### config.mk
export PLATFORM = sky130hd
export DESIGN_NAME = seg_scan_mux
export DESIGN_NICKNAME = d
export VERILOG_FILES = /design/src/rtl/seg_pkg.sv /design/src/rtl/tick_prescaler.sv /design/src/rtl/seg_scan_mux.sv
export SDC_FILE = /design/constraint.sdc
export NUM_CORES = 1
export LEC_CHECK = 0
export ABC_AREA = 0
export BUFFER_PORTS_ARGS = -buffer_cell sky130_fd_sc_hd__buf_4
export CAP_MARGIN = 30
export CORE_UTILIZATION = 35
export CTS_BUF_LIST = sky130_fd_sc_hd__clkbuf_4 sky130_fd_sc_hd__clkbuf_8
export DETAILED_ROUTE_END_ITERATION = 8
export PLACE_DENSITY = 0.6
export SETUP_SLACK_MARGIN = 0.5
export SYNTH_ARGS = -nofsm -noshare
export SYNTH_HDL_FRONTEND = slang
export SYNTH_SLANG_ARGS = --single-unit
### constraint.sdc
create_clock -name clk -period 1.83 [get_ports clk]
set_input_delay 0.183 -clock clk [delete_from_list [all_inputs] [get_ports clk]]
set_output_delay 0.183 -clock clk [all_outputs]
set_load 0.02 [all_outputs]
### src/rtl/seg_pkg.sv
// Shared types and constants for the multiplexed 7-segment display blocks.
package seg_pkg;

    localparam int unsigned SEG_W      = 7;
    localparam int unsigned NUM_DIGITS = 3;
    localparam int unsigned DIG_W      = 2;

    localparam logic [SEG_W-1:0]      SEG_BLANK = 7'b1111111;
    localparam logic [NUM_DIGITS-1:0] AN_OFF    = 3'b111;

    typedef enum logic {
        S_BLANK = 1'b0,
        S_SHOW  = 1'b1
    } scan_state_e;

    // Active-low one-cold anode enable for digit d.
    function automatic logic [NUM_DIGITS-1:0] an_sel(input logic [DIG_W-1:0] d);
        return ~(NUM_DIGITS'(1) << d);
    endfunction

endpackage

### src/rtl/tick_prescaler.sv
// Free-running tick generator: one-cycle tick every PRESCALE enabled cycles.
module tick_prescaler #(
    parameter int unsigned PRESCALE = 50000
) (
    input  logic clk,
    input  logic rst,
    input  logic en,
    output logic tick
);

    localparam int unsigned CNT_W = (PRESCALE > 1) ? $clog2(PRESCALE) : 1;
    localparam logic [CNT_W-1:0] CNT_MAX = CNT_W'(PRESCALE - 1);

    logic [CNT_W-1:0] cnt_q, cnt_d;

    assign tick = en && (cnt_q == CNT_MAX);

    always_comb begin
        cnt_d = cnt_q;
        if (!en || (cnt_q == CNT_MAX)) begin
            cnt_d = '0;
        end else begin
            cnt_d = cnt_q + CNT_W'(1);
        end
    end

    always_ff @(posedge clk or posedge rst) begin
        if (rst) begin
            cnt_q <= '0;
        end else begin
            cnt_q <= cnt_d;
        end
    end

endmodule

### src/rtl/seg_scan_mux.sv
// Time-multiplexes three static segment patterns onto a shared bus with
// per-digit anode enables, blanking dead-time and a frame-done pulse.
module seg_scan_mux
    import seg_pkg::*;
#(
    parameter int unsigned PRESCALE    = 50000,
    parameter int unsigned ON_TICKS    = 4,
    parameter int unsigned BLANK_TICKS = 1
) (
    input  logic                  clk,
    input  logic                  rst,
    input  logic                  en,
    input  logic [0:SEG_W-1]      led0,
    input  logic [0:SEG_W-1]      led1,
    input  logic [0:SEG_W-1]      led2,
    output logic [0:SEG_W-1]      seg,
    output logic [NUM_DIGITS-1:0] an,
    output logic                  frame_done
);

    localparam int unsigned SLOT_MAX = (ON_TICKS > BLANK_TICKS) ? ON_TICKS : BLANK_TICKS;
    localparam int unsigned SLOT_W   = $clog2(SLOT_MAX + 1);
    localparam logic [SLOT_W-1:0] BLANK_LAST = SLOT_W'(BLANK_TICKS - 1);
    localparam logic [SLOT_W-1:0] ON_LAST    = SLOT_W'(ON_TICKS - 1);
    localparam logic [DIG_W-1:0]  DIG_LAST   = DIG_W'(NUM_DIGITS - 1);

    scan_state_e           state_q, state_d;
    logic [DIG_W-1:0]      digit_q, digit_d;
    logic [SLOT_W-1:0]     slot_q, slot_d;
    logic [0:SEG_W-1]      seg_q, seg_d;
    logic [NUM_DIGITS-1:0] an_q, an_d;
    logic                  frame_done_q, frame_done_d;
    logic [0:SEG_W-1]      led_sel_c;
    logic                  tick;

    tick_prescaler #(
        .PRESCALE (PRESCALE)
    ) u_prescaler (
        .clk  (clk),
        .rst  (rst),
        .en   (en),
        .tick (tick)
    );

    always_comb begin
        case (digit_q)
            DIG_W'(0): led_sel_c = led0;
            DIG_W'(1): led_sel_c = led1;
            default:   led_sel_c = led2;
        endcase
    end

    // seg_q doubles as the snapshot register: loaded only on BLANK->SHOW.
    always_comb begin
        state_d      = state_q;
        digit_d      = digit_q;
        slot_d       = slot_q;
        seg_d        = seg_q;
        an_d         = an_q;
        frame_done_d = 1'b0;
        if (!en) begin
            state_d = S_BLANK;
            digit_d = '0;
            slot_d  = '0;
            seg_d   = SEG_BLANK;
            an_d    = AN_OFF;
        end else if (tick) begin
            case (state_q)
                S_BLANK: begin
                    if (slot_q == BLANK_LAST) begin
                        state_d = S_SHOW;
                        slot_d  = '0;
                        seg_d   = led_sel_c;
                        an_d    = an_sel(digit_q);
                    end else begin
                        slot_d = slot_q + SLOT_W'(1);
                    end
                end
                S_SHOW: begin
                    if (slot_q == ON_LAST) begin
                        state_d = S_BLANK;
                        slot_d  = '0;
                        seg_d   = SEG_BLANK;
                        an_d    = AN_OFF;
                        if (digit_q == DIG_LAST) begin
                            digit_d      = '0;
                            frame_done_d = 1'b1;
                        end else begin
                            digit_d = digit_q + DIG_W'(1);
                        end
                    end else begin
                        slot_d = slot_q + SLOT_W'(1);
                    end
                end
                default: begin
                    state_d = S_BLANK;
                    slot_d  = '0;
                    seg_d   = SEG_BLANK;
                    an_d    = AN_OFF;
                end
            endcase
        end
    end

    always_ff @(posedge clk or posedge rst) begin
        if (rst) begin
            state_q      <= S_BLANK;
            digit_q      <= '0;
            slot_q       <= '0;
            seg_q        <= SEG_BLANK;
            an_q         <= AN_OFF;
            frame_done_q <= 1'b0;
        end else begin
            state_q      <= state_d;
            digit_q      <= digit_d;
            slot_q       <= slot_d;
            seg_q        <= seg_d;
            an_q         <= an_d;
            frame_done_q <= frame_done_d;
        end
    end

    assign seg        = seg_q;
    assign an         = an_q;
    assign frame_done = frame_done_q;

endmodule
After elaboration in Yosys (flattened, before gate mapping) --
Index checks and enable logic that the tools add are counted.
Word-level totals: register bits after elaboration 33, output and inout port bits 11, word-level logic and storage cells 61
Operators by class: add/subtract/negate cells 3, eq/ne operators 9, shift operators 1, muxes and demuxes 32, bitwise operators 2, reductions and logical operators 7
Operators by type and width (number):
- 7-bit two-way mux | 4
- 7-bit case mux with 2 select lines | 2
- 3-bit two-way mux | 8
- 16-bit by 1-bit adder with 16-bit output, second input constant | 1
- 16-bit == test, second input constant | 1
- 16-bit two-way mux | 1
- 3-bit case mux with 2 select lines | 2
- 2-bit two-way mux | 5
- 1-bit two-way mux | 9
- 2-bit by 1-bit != test with 1-bit output, second input constant | 3
- 3-bit AND reduction | 2
- 3-bit by 1-bit adder with 3-bit output, second input constant | 1
- 3-bit by 2-bit == test with 1-bit output, second input constant | 1
- 3-bit zero test | 1
- 3-bit by 2-bit != test with 1-bit output, second input constant | 1
- 3-bit != test, second input constant | 1
- 3-bit inverter | 1
- 1-bit by 2-bit left shift with 3-bit output, first input constant | 1
- 2-bit by 1-bit adder with 2-bit output, second input constant | 1
- 2-bit by 1-bit == test with 1-bit output, second input constant | 1
- 2-bit == test, second input constant | 1
- 2-bit zero test | 1
- 1-bit case mux with 2 select lines | 1
- 1-bit logical AND | 1
- other kinds (3) | 3

Longest topological paths before layout --
Gate-level depths: netlist (run 1).
word-level depth 6, mapped depth 7, mapped depth without buffers 6

Modules after synthesis --
Synthesis (run 1) repeated with hierarchy kept, for this count alone.
Second synthesis, totals: cell total of the unflattened synthesis 183, area total of the unflattened synthesis 1731.7 µm²
Modules (own cells, without submodules):
- seg_scan_mux | times used 1, cells each 99, area each 918.4 µm²
- tick_prescaler | times used 1, cells each 84, area each 813.3 µm²

Worst setup path after synthesis (run 1) --
OpenSTA, ideal clock, no wires.
kind flip-flop to flip-flop, start point reg u_prescaler.cnt_q[0], end point reg an_q[2], in the netlist an[2], library setup time 82 ps, data arrival time 1604 ps, required time 1748 ps, slack 145 ps, stages on the path, launching flop included 7, path buffers 1, cell sequence dfrtp_1 ha_1 and3_1 buf_2 nand4_2 or4_1 o31a_1
On the way: cells in the longest elaborated chain, start to end 4
RTL lines:
- start: declaration | RTL line tick_prescaler.sv:14 | logic [CNT_W-1:0] cnt_q, cnt_d;
- start signal: assignment | RTL line tick_prescaler.sv:31 | cnt_q <= cnt_d;
- 16-bit == test | RTL line tick_prescaler.sv:16 | assign tick = en && (cnt_q == CNT_MAX);
- 1-bit logical AND | RTL line tick_prescaler.sv:16
- 2-bit by 1-bit != test with 1-bit output (no line)
- 3-bit AND reduction (no line)
- end signal: assignment | RTL line seg_scan_mux.sv:118 | an_q <= an_d;
- end: declaration | RTL line seg_scan_mux.sv:31 | logic [NUM_DIGITS-1:0] an_q, an_d;
No other way between the ends. A chain may end at the register's enable or synchronous reset.

Worst setup path in the final report (run 1) --
start point reg u_prescaler.cnt_q[4], end point reg seg_q, in the netlist seg[6]
On the way: cells in the longest elaborated chain, start to end 4
RTL lines:
- 16-bit == test | RTL line tick_prescaler.sv:16
- 1-bit logical AND | RTL line tick_prescaler.sv:16
- 2-bit by 1-bit != test with 1-bit output (no line)
- 3-bit AND reduction (no line)
- end signal: assignment | RTL line seg_scan_mux.sv:117 | seg_q <= seg_d;
- end: declaration | RTL line seg_scan_mux.sv:30 | logic [0:SEG_W-1] seg_q, seg_d;
No other way between the ends.

==> results.yml, run 1 <==
routing:
  viasPerCell: 5.007
  vias: 1527
  wl_per_cell_um: 14.73
  antenna_left: 0
  wirelength_um: 4493
  first_pass_iters: 4
  drc: 0
  drt_iter0_drc: 31
finish:
  nets: 263
  postLayoutCellArea_um2: 2788
  diodes: 0
  drive_above_1_share: 0.5574
  final_cells: 305
  area_growth_pct: 51.26
yosys:
  postSynthCellCount: 175
  synth-xor-area-share: 0.06178
  synth_area_um2: 1843
  synth-seq-cells: 33
  synth_top_family_by_area: "simple AND/OR/NAND/NOR gates"
  async_flop_share: 1.000
  synthMuxAreaShare: 0.09776
  synth-edff-count: 0
  synth_compound_area_frac: 0.08486
  synth.distinct_cells: 42
  yosysSeqAreaShare: 0.4549
  synthSimpleGateAreaFrac: 0.2254
  synth_area_per_cell_um2: 10.53
  synth-main-ff-cell: "dfrtp_1"
  synth_nets: 204
  synthAdderAreaFrac: 0.03394
  ys_warn_count: 0
power_and_ir_drop:
  combPwrFrac: 0.122
  seqPwrFrac: 0.452
  leakage_nw: 1.131
  switching_share: 0.2200
  ir_drop_uv: 322.9
  clock_power_share: 0.425
  p_per_area_nw_per_um2: 613.6
  p_sw_uw: 376.4
  p_int_mw: 1.334
sta:
  hold_viol: 0
  max_freq_ghz: 0.5963
  tightest_slew_ps: 649.8
  period_minus_slack_ps: 1677
  min_period_over_period: 0.9165
  rsz0062_at_grt: "yes"
  slew_violations: 0
  fin_tns_setup_ps: 0
  relSlewSlack: 0.5668
  finalClockSkew_ps: 7.069
  setup_viol: 0
floorplan:
  die_area_um2: 5560
  ios: 35
  die-height_um: 74.57
  die_x_um: 74.57
  num_rows: 26
  start_util: 0.3632
  core_area_um2: 5075
placed_design:
  place_area_um2: 2333
  dp.cells: 289
  portBuffers: 34
  gp_congestion: 0.7810
  hpwlAfterDp_um: 2955
worst_setup_path:
  cp-end-kind: "flop"
  crit_fanout: 7
  worstPathRequired_ps: 2050
  path_buf_inv: 1
  slowest_delay_ps: 430
  cpMaxStageDelayCell: "dfrtp_1"
  setup.worst_path.class: "flop to flop"
  path_delay_family: "simple AND/OR/NAND/NOR gates"
  crit_path_cell_trace: "nor4b_4 -> nand4_4 -> o21ai_4 -> buf_12 -> mux2_4"
  critical_path_arrival_ps: 1900
  start_kind: "flop"
grt:
  grt_pass1_vias: 1564
  grt_pass1_wl_um: 7072
  grt.total_usage: 0.1744
  grt_start_max_net_pins: 34
  antenna_found_initial: 0
  grt_overflow: 0
cts:
  numCtsBuffers: 5
  cts_max_level: 2
  cts_root_buf: "clkbuf_8"
  cts_tree: "yes"
  clock_sinks: 33
  clk_pin_slew_ps: 70
  ctsLongestPathBuffers: 2
  clkLatencyLatePin_ps: 290
job:
  drv_cap: 0
worst_hold_path:
  hp-class: "primary input to flop"
status:
  status: "finished clean"
==> area by class of cell <==
cell class	count	area, µm²
fill	484	2287
tap	70	87.58
inverter	9	33.78
timing repair buffer	61	506.7
clock buffer	7	90.09
sequential	33	839.6
multi-input combinational	124	1200
clock inverter	1	30.03
==> worst reg2reg max path, cell delays in order (launching register included) <==
cell	delay [ps]
dfrtp_1	430
nor4b_4	340
nand4_4	180
o21ai_4	210
buf_12	150
mux2_4	300
==> routing by layer <==
metal / global-route usage / part of all wire
met1: 0.2083 / 0.45
met3: 0.04743 / 0.047
met5: 0 / 0
met2: 0.2963 / 0.48
met4: 0.07128 / 0.020
==> flip-flops by register name (all words and copies together), names as in the netlist <==
name / count
u_prescaler.cnt_q: 16
seg: 7
an: 3
slot_q: 3
digit_q: 2
frame_done: 1
state_q: 1
==> power by group through the flow <==
stage / clock (mW) / combinational [mW] / sequential [mW]
finish: 0.728 / 0.209 / 0.774
global route: 0.771 / 0.225 / 0.776
CTS: 0.743 / 0.193 / 0.773
detailed placement: 0 / 0.169 / 0.785
global placement: 0 / 0.167 / 0.786
floorplan: 0 / 0.0619 / 0.804
==> kinds of logic after synthesis <==
logic type,Yosys count
muxes,17
adders and majority gates,5
and+or+nand+nor,69
xor gates and xnor gates,13
buffers and inverters,18
AOI/OAI and AO/OA,20
DFF,33
==> metrics by stage <==
step	setup slack [ps]	hold WS (ps)	total power [mW]	utilization
after floorplan	148.6	304.5	0.8663	-
after global placement	101.5	313.0	0.9524	0.4598
after detailed placement	29.69	314.6	0.9538	0.4598
after CTS	179.0	190.6	1.708	0.5168
after global routing	97.01	211.3	1.772	0.5493
final	152.9	214.7	1.711	0.5493
==> what timing repair did <==
item | CTS | global route
hold buffers | 1 | 0
buffers inserted | 5 | 1
pin swaps | 8 | 18
setup endpoints to repair | 32 | 32
hold endpoints to repair | 3 | 0
gates cloned | 0 | 1
gates resized for setup | 26 | 35
==> Yosys cell counts (2+ instances only) <==
library cell	instances	area (µm²)
nand4_1	5	31.28
ha_1	5	62.56
xnor2_1	11	96.34
inv_1	8	30.03
o21ai_0	2	10.01
mux2_2	8	90.09
nand2_1	10	37.54
or4_1	3	22.52
a21oi_1	4	20.02
nor3_1	4	20.02
nand3_1	6	30.03
a2bb2oi_1	7	61.31
xor2_1	2	17.52
buf_2	7	35.03
nand4_2	2	25.02
dfstp_2	10	262.8
o31a_1	2	17.52
nor4_1	4	25.02
and4bb_2	2	25.02
dfrtp_1	23	575.6
mux2i_1	9	90.09
nor2_1	20	75.07
nand3b_1	2	15.01
==> cells in the final DEF (no fill, tap or decap), drive strengths merged, types with 2 or more instances in the layout <==
cell,count
buf,59
dfrtp,23
nor2,20
xnor2,11
dfstp,10
nand2,10
mux2i,9
inv,9
mux2,8
clkbuf,8
a2bb2oi,7
nand4,7
nand3,6
nor3,5
ha,5
a21oi,4
nor4,4
or4,3
o21ai,3
and3,2
nor4b,2
and4bb,2
nand3b,2
xor2,2
o31a,2
or2,2
==> worst paths after layout <==
path | from | to | slack (ps) | cells after the start
setup reg to reg | u_prescaler.cnt_q[4]$_DFF_PP0_ | seg[6]$_DFFE_PP1P_ | 150 | 5
hold reg to reg | u_prescaler.cnt_q[0]$_DFF_PP0_ | u_prescaler.cnt_q[0]$_DFF_PP0_ | 560 | 2
setup / recovery | u_prescaler.cnt_q[4]$_DFF_PP0_ | seg[6]$_DFFE_PP1P_ | 150 | 5
max in group asynchronous | rst | an[1]$_DFFE_PP1P_ | 950 | 4
min in group asynchronous | rst | digit_q[0]$_DFFE_PP0P_ | 550 | 4
hold / removal | en | state_q$_DFFE_PP0P_ | 210 | 3
Power figures use the tool's default switching activity.
==> inputs of run 2 (changes only) <==
--- a/config.mk
+++ b/config.mk
@@ -8,8 +8,10 @@
 export ABC_AREA = 0
 export BUFFER_PORTS_ARGS = -buffer_cell sky130_fd_sc_hd__buf_4
 export CAP_MARGIN = 30
+export CORE_MARGIN = 4
 export CORE_UTILIZATION = 35
 export CTS_BUF_LIST = sky130_fd_sc_hd__clkbuf_4 sky130_fd_sc_hd__clkbuf_8
+export CTS_CLUSTER_DIAMETER = 60
 export DETAILED_ROUTE_END_ITERATION = 8
 export PLACE_DENSITY = 0.6
 export SETUP_SLACK_MARGIN = 0.5
==> results.yml, run 2 (same netlist as run 1, synthesis figures left out) <==
routing:
  vias: 1522
  wirelength_um: 4349
  wl_per_cell_um: 14.50
  drt_iter0_drc: 42
  first_pass_iters: 4
  antenna_left: 0
  viasPerCell: 5.073
  drc: 0
sta:
  relSlewSlack: 0.6094
  finalClockSkew_ps: 6.969
  setup_viol: 0
  period_minus_slack_ps: 1659
  slew_violations: 0
  min_period_over_period: 0.9067
  max_freq_ghz: 0.6026
  hold_viol: 10
  fin_tns_setup_ps: 0
  tightest_slew_ps: 585.8
  holdWs_ps: -5.631
  rsz0062_at_grt: "yes"
power_and_ir_drop:
  leakage_nw: 1.088
  ir_drop_uv: 375.9
  p_per_area_nw_per_um2: 567.0
placed_design:
  hpwlAfterDp_um: 3031
  portBuffers: 34
  gp_congestion: 0.7061
worst_setup_path:
  slowest_delay_ps: 520
  crit_path_cell_trace: "inv_2 -> ha_4 -> nor3b_4 -> a21oi_4 -> or4b_1 -> o31a_1"
  cp-end-kind: "flop"
  worstPathRequired_ps: 2030
  start_kind: "flop"
  crit_fanout: 5
  setup.worst_path.class: "flop to flop"
  cpMaxStageDelayCell: "or4b_1"
  critical_path_arrival_ps: 1860
finish:
  largest_register_ffs: 16
  final_core_util: 0.5238
  num-fill-cells: 470
  top_register: "u_prescaler.cnt_q"
  area_growth_pct: 45.15
  diodes: 0
  most-common-layout-cells: "buf_4 (52), dfrtp_1 (23), xnor2_1 (11), nor2_4 (11), dfstp_2 (10)"
  mostFrequentLayoutCell: "buf_4"
  nets: 258
  drive_above_1_share: 0.5217
cts:
  cts_root_buf: "clkbuf_8"
  ctsLongestPathBuffers: 2
  clk_pin_slew_ps: 70
  cts_hold_buf: 0
  clkLatencyLatePin_ps: 280
  clock_sinks: 33
  numCtsBuffers: 5
  cts_tree: "yes"
  cts_max_level: 2
floorplan:
  ios: 35
  die-height_um: 80.57
  num_rows: 26
  die_x_um: 80.57
  core_area_um2: 5107
  die_area_um2: 6491
  start_util: 0.3609
status:
  violations: "negative hold slack"
  status: "finished with violations"
worst_hold_path:
  hp-class: "primary input to asynchronous set/reset pin"
grt:
  grt.total_usage: 0.1392
  grt_pass1_wl_um: 7072
  antenna_found_initial: 0
  grt_overflow: 0
  grt_pass1_vias: 1564
  grt_start_max_net_pins: 34
job:
  drv_cap: 0
-- run 2: cell types whose count changed in the layout (fill, tap and decap cells not counted), moves of 2 or more --
cell,change
buf_4,-4
clkinv_2,+2
nor2_2,+2
nor2_4,-2
nor4_1,+2
-- run 2: cell type report --
type	count	area, µm²	share of cell area
Clock buffer	6	76.32	0.02853
Timing Repair Buffer	56	466.7	0.1745
Clock inverter	2	10.01	0.003742
Multi-Input combinational cell	124	1162	0.4345
Sequential cell	33	838.3	0.3134
Tap cell	70	87.58	0.03274
Inverter	9	33.78	0.01263
-- run 2: where the power goes --
group	internal [mW]	total (mW)	switching [mW]
Sequential	0.761	0.777	0.0162
Combinational	0.111	0.203	0.0920
Clock	0.278	0.537	0.259
Total	1.15	1.52	0.367
-- run 2: per-stage QoR --
| step | cells | instance area, µm² | hold WS, ps | setup slack (ps) | power [mW] |
|---|---|---|---|---|---|
| after floorplan | 175 | 1893 | 304.5 | 148.6 | 0.8663 |
| after global placement | 286 | 2311 | 308.5 | 85.27 | 0.9507 |
| after detailed placement | 286 | 2311 | 309.7 | 13.19 | 0.9520 |
| after CTS | 298 | 2527 | 4.201 | 189.3 | 1.524 |
| after global routing | 300 | 2675 | 37.79 | 102.0 | 1.588 |
| final | 300 | 2675 | -5.631 | 170.7 | 1.517 |
-- run 2: final timing paths --
check                                                      from  cells after the start                               to  slack [ps]
worst max-delay path                      slot_q[0]$_DFFE_PP0P_                      6                an[0]$_DFFE_PP1P_         170
worst min-delay path                                        rst                      3   u_prescaler.cnt_q[7]$_DFF_PP0_          -6
worst max register to register            slot_q[0]$_DFFE_PP0P_                      6                an[0]$_DFFE_PP1P_         170
worst min register to register  u_prescaler.cnt_q[15]$_DFF_PP0_                      2  u_prescaler.cnt_q[15]$_DFF_PP0_         570
max in group asynchronous                                   rst                      3                an[0]$_DFFE_PP1P_        1490
min in group clk                                             en                      3              state_q$_DFFE_PP0P_         250
-- run 2: per-layer routing --
| layer | track usage | vias up | part of all wire |
|---|---|---|---|
| met5 | 0 | - | 0 |
| met4 | 0.05068 | 0 | 0.021 |
| met3 | 0.03475 | 9 | 0.063 |
| met2 | 0.2384 | 48 | 0.48 |
| met1 | 0.1677 | 730 | 0.44 |
| li1 | - | 735 | - |
-- run 2: critical path: cells and delay by family, from the launching register on --
family,cells,cell delay (ps)
buf+inv,1,100
simple gates,2,750
compound gates,2,200
fa+ha+maj,1,130
flops,1,410
-- run 2: what timing repair did --
item	CTS	global route
setup buffers	4	1
endpoints found under the setup margin	32	32
pin swaps	7	12
gates cloned	0	1
gates resized for setup	22	29
==> inputs of run 3 (changes only) <==
==> constraint.sdc (replaced) <==
create_clock -name clk -period 2.07 [get_ports clk]
set_input_delay 0.207 -clock clk [delete_from_list [all_inputs] [get_ports clk]]
set_output_delay 0.207 -clock clk [all_outputs]
set_load 0.02 [all_outputs]
==> results.yml, run 3 (same netlist as run 1, synthesis figures left out) <==
worst_setup_path:
  start_kind: "flop"
  cp.depth: 6
  setup.worst_path.class: "flop to flop"
  cp-end-kind: "flop"
  reg2reg_depth: 6
  reg2reg_slack_ps: 360
  cpMaxStageDelayCell: "or4_4"
  path_delay_family: "simple AND/OR/NAND/NOR gates"
  worstPathRequired_ps: 2290
  crit_path_cell_trace: "inv_2 -> ha_4 -> nor3b_4 -> a21oi_4 -> or4_4 -> o31a_1"
  critical_path_arrival_ps: 1930
  crit_fanout: 5
  path_buf_inv: 1
  slowest_delay_ps: 530
cts:
  clk_pin_slew_ps: 70
  clkLatencyLatePin_ps: 290
  cts_max_level: 2
  clock_sinks: 33
  numCtsBuffers: 5
  cts_root_buf: "clkbuf_8"
  cts_hold_buf: 0
  cts_tree: "yes"
  ctsLongestPathBuffers: 2
sta:
  finalClockSkew_ps: 4.218
  rsz0062_at_grt: "yes"
  period_minus_slack_ps: 1713
  worst_slack_ps: 356.8
  setup_viol: 0
  hold_viol: 0
  min_period_over_period: 0.8276
  relSlewSlack: 0.6024
  slew_violations: 0
  fin_tns_setup_ps: 0
  max_freq_ghz: 0.5837
  tightest_slew_ps: 596.4
finish:
  area_growth_pct: 51.12
  num-fill-cells: 462
  most-common-layout-cells: "buf_4 (53), dfrtp_1 (17), xnor2_1 (11), dfstp_2 (10), buf_6 (10)"
  mostFrequentLayoutCell: "buf_4"
  top_register: "u_prescaler.cnt_q"
  diodes: 0
  final_cells: 310
  final_core_util: 0.5453
  drive_above_1_share: 0.5667
  largest_register_ffs: 16
  nets: 268
placed_design:
  hpwlAfterDp_um: 2808
  dp_slack_ps: 194.6
  portBuffers: 34
  dp.cells: 273
  gp_congestion: 0.8315
floorplan:
  die_x_um: 80.57
  num_rows: 26
  core_area_um2: 5107
  die-height_um: 80.57
  start_util: 0.3609
  die_area_um2: 6491
  ios: 35
status:
  status: "finished clean"
routing:
  wl_per_cell_um: 15.20
  first_pass_iters: 4
  wirelength_um: 4712
  viasPerCell: 5.171
  drc: 0
  drt_iter0_drc: 51
  antenna_left: 0
  vias: 1603
worst_hold_path:
  hp-class: "primary input to asynchronous set/reset pin"
power_and_ir_drop:
  p_per_area_nw_per_um2: 483.7
  leakage_nw: 1.152
  ir_drop_uv: 422.3
grt:
  grt.total_usage: 0.1537
  grt_pass1_wl_um: 7631
  grt_overflow: 0
  grt_start_max_net_pins: 34
  antenna_found_initial: 0
  grt_pass1_vias: 1688
job:
  drv_cap: 0
-- run 3: cell types whose count changed in the layout (fill, tap and decap cells not counted), sizes merged --
cell	previous run	this run
buf	55	66
clkbuf	7	6
-- run 3: path summary, 6_finish.rpt --
path,end,start
min in group clk,state_q$_DFFE_PP0P_,en
min,digit_q[0]$_DFFE_PP0P_,rst
max reg2reg,an[2]$_DFFE_PP1P_,slot_q[0]$_DFFE_PP0P_
max in group asynchronous,an[0]$_DFFE_PP1P_,rst
max,an[2]$_DFFE_PP1P_,slot_q[0]$_DFFE_PP0P_
min reg2reg,u_prescaler.cnt_q[15]$_DFF_PP0_,u_prescaler.cnt_q[15]$_DFF_PP0_
-- run 3: cell type report --
class | instances | area, µm² | share of cell area
repair buffers | 66 | 570.5 | 0.2049
clock buffers | 6 | 76.32 | 0.02740
multi-input cells | 124 | 1161 | 0.4169
inverters | 9 | 33.78 | 0.01213
clock inverters | 2 | 10.01 | 0.003594
well taps | 70 | 87.58 | 0.03145
flip-flops and latches | 33 | 845.8 | 0.3037
-- run 3: power breakdown --
group          switching (mW)  leakage [nW]  internal (mW)
clock network           0.241        0.0484          0.246
logic                  0.0809         0.689         0.0948
registers              0.0120         0.414          0.673
total                   0.334          1.15           1.01
-- run 3: through the flow --
step           hold WS, ps  cell area (µm²)  power, mW
5_1_grt              52.96             2785      1.396
3_5_place_dp         338.4             2198     0.8375
2_1_floorplan        328.5             1878     0.7655
4_1_cts              23.44             2584      1.350
6_report             12.12             2785      1.347
3_3_place_gp         338.2             2198     0.8366
-- run 3: metal layers --
layer | vias to the layer above | global-route usage | share of wire
met5 | - | 0 | 0
met4 | 0 | 0.06588 | 0.018
met3 | 8 | 0.03924 | 0.055
met2 | 52 | 0.2707 | 0.51
met1 | 790 | 0.1745 | 0.42
li1 | 753 | - | -
-- run 3: timing repair --
action | 4_1_cts | 5_1_grt
gates cloned | 1 | 0
pin swaps | 10 | 17
gates resized for setup | 32 | 42
setup endpoints to repair | 29 | 27
setup buffers | 24 | 4
-- run 3: worst reg2reg max path, cell delays in order (launching register included) --
cell and delay, ps:
dfrtp_1 420, inv_2 110, ha_4 130, nor3b_4 250, a21oi_4 90, or4_4 530, o31a_1 120
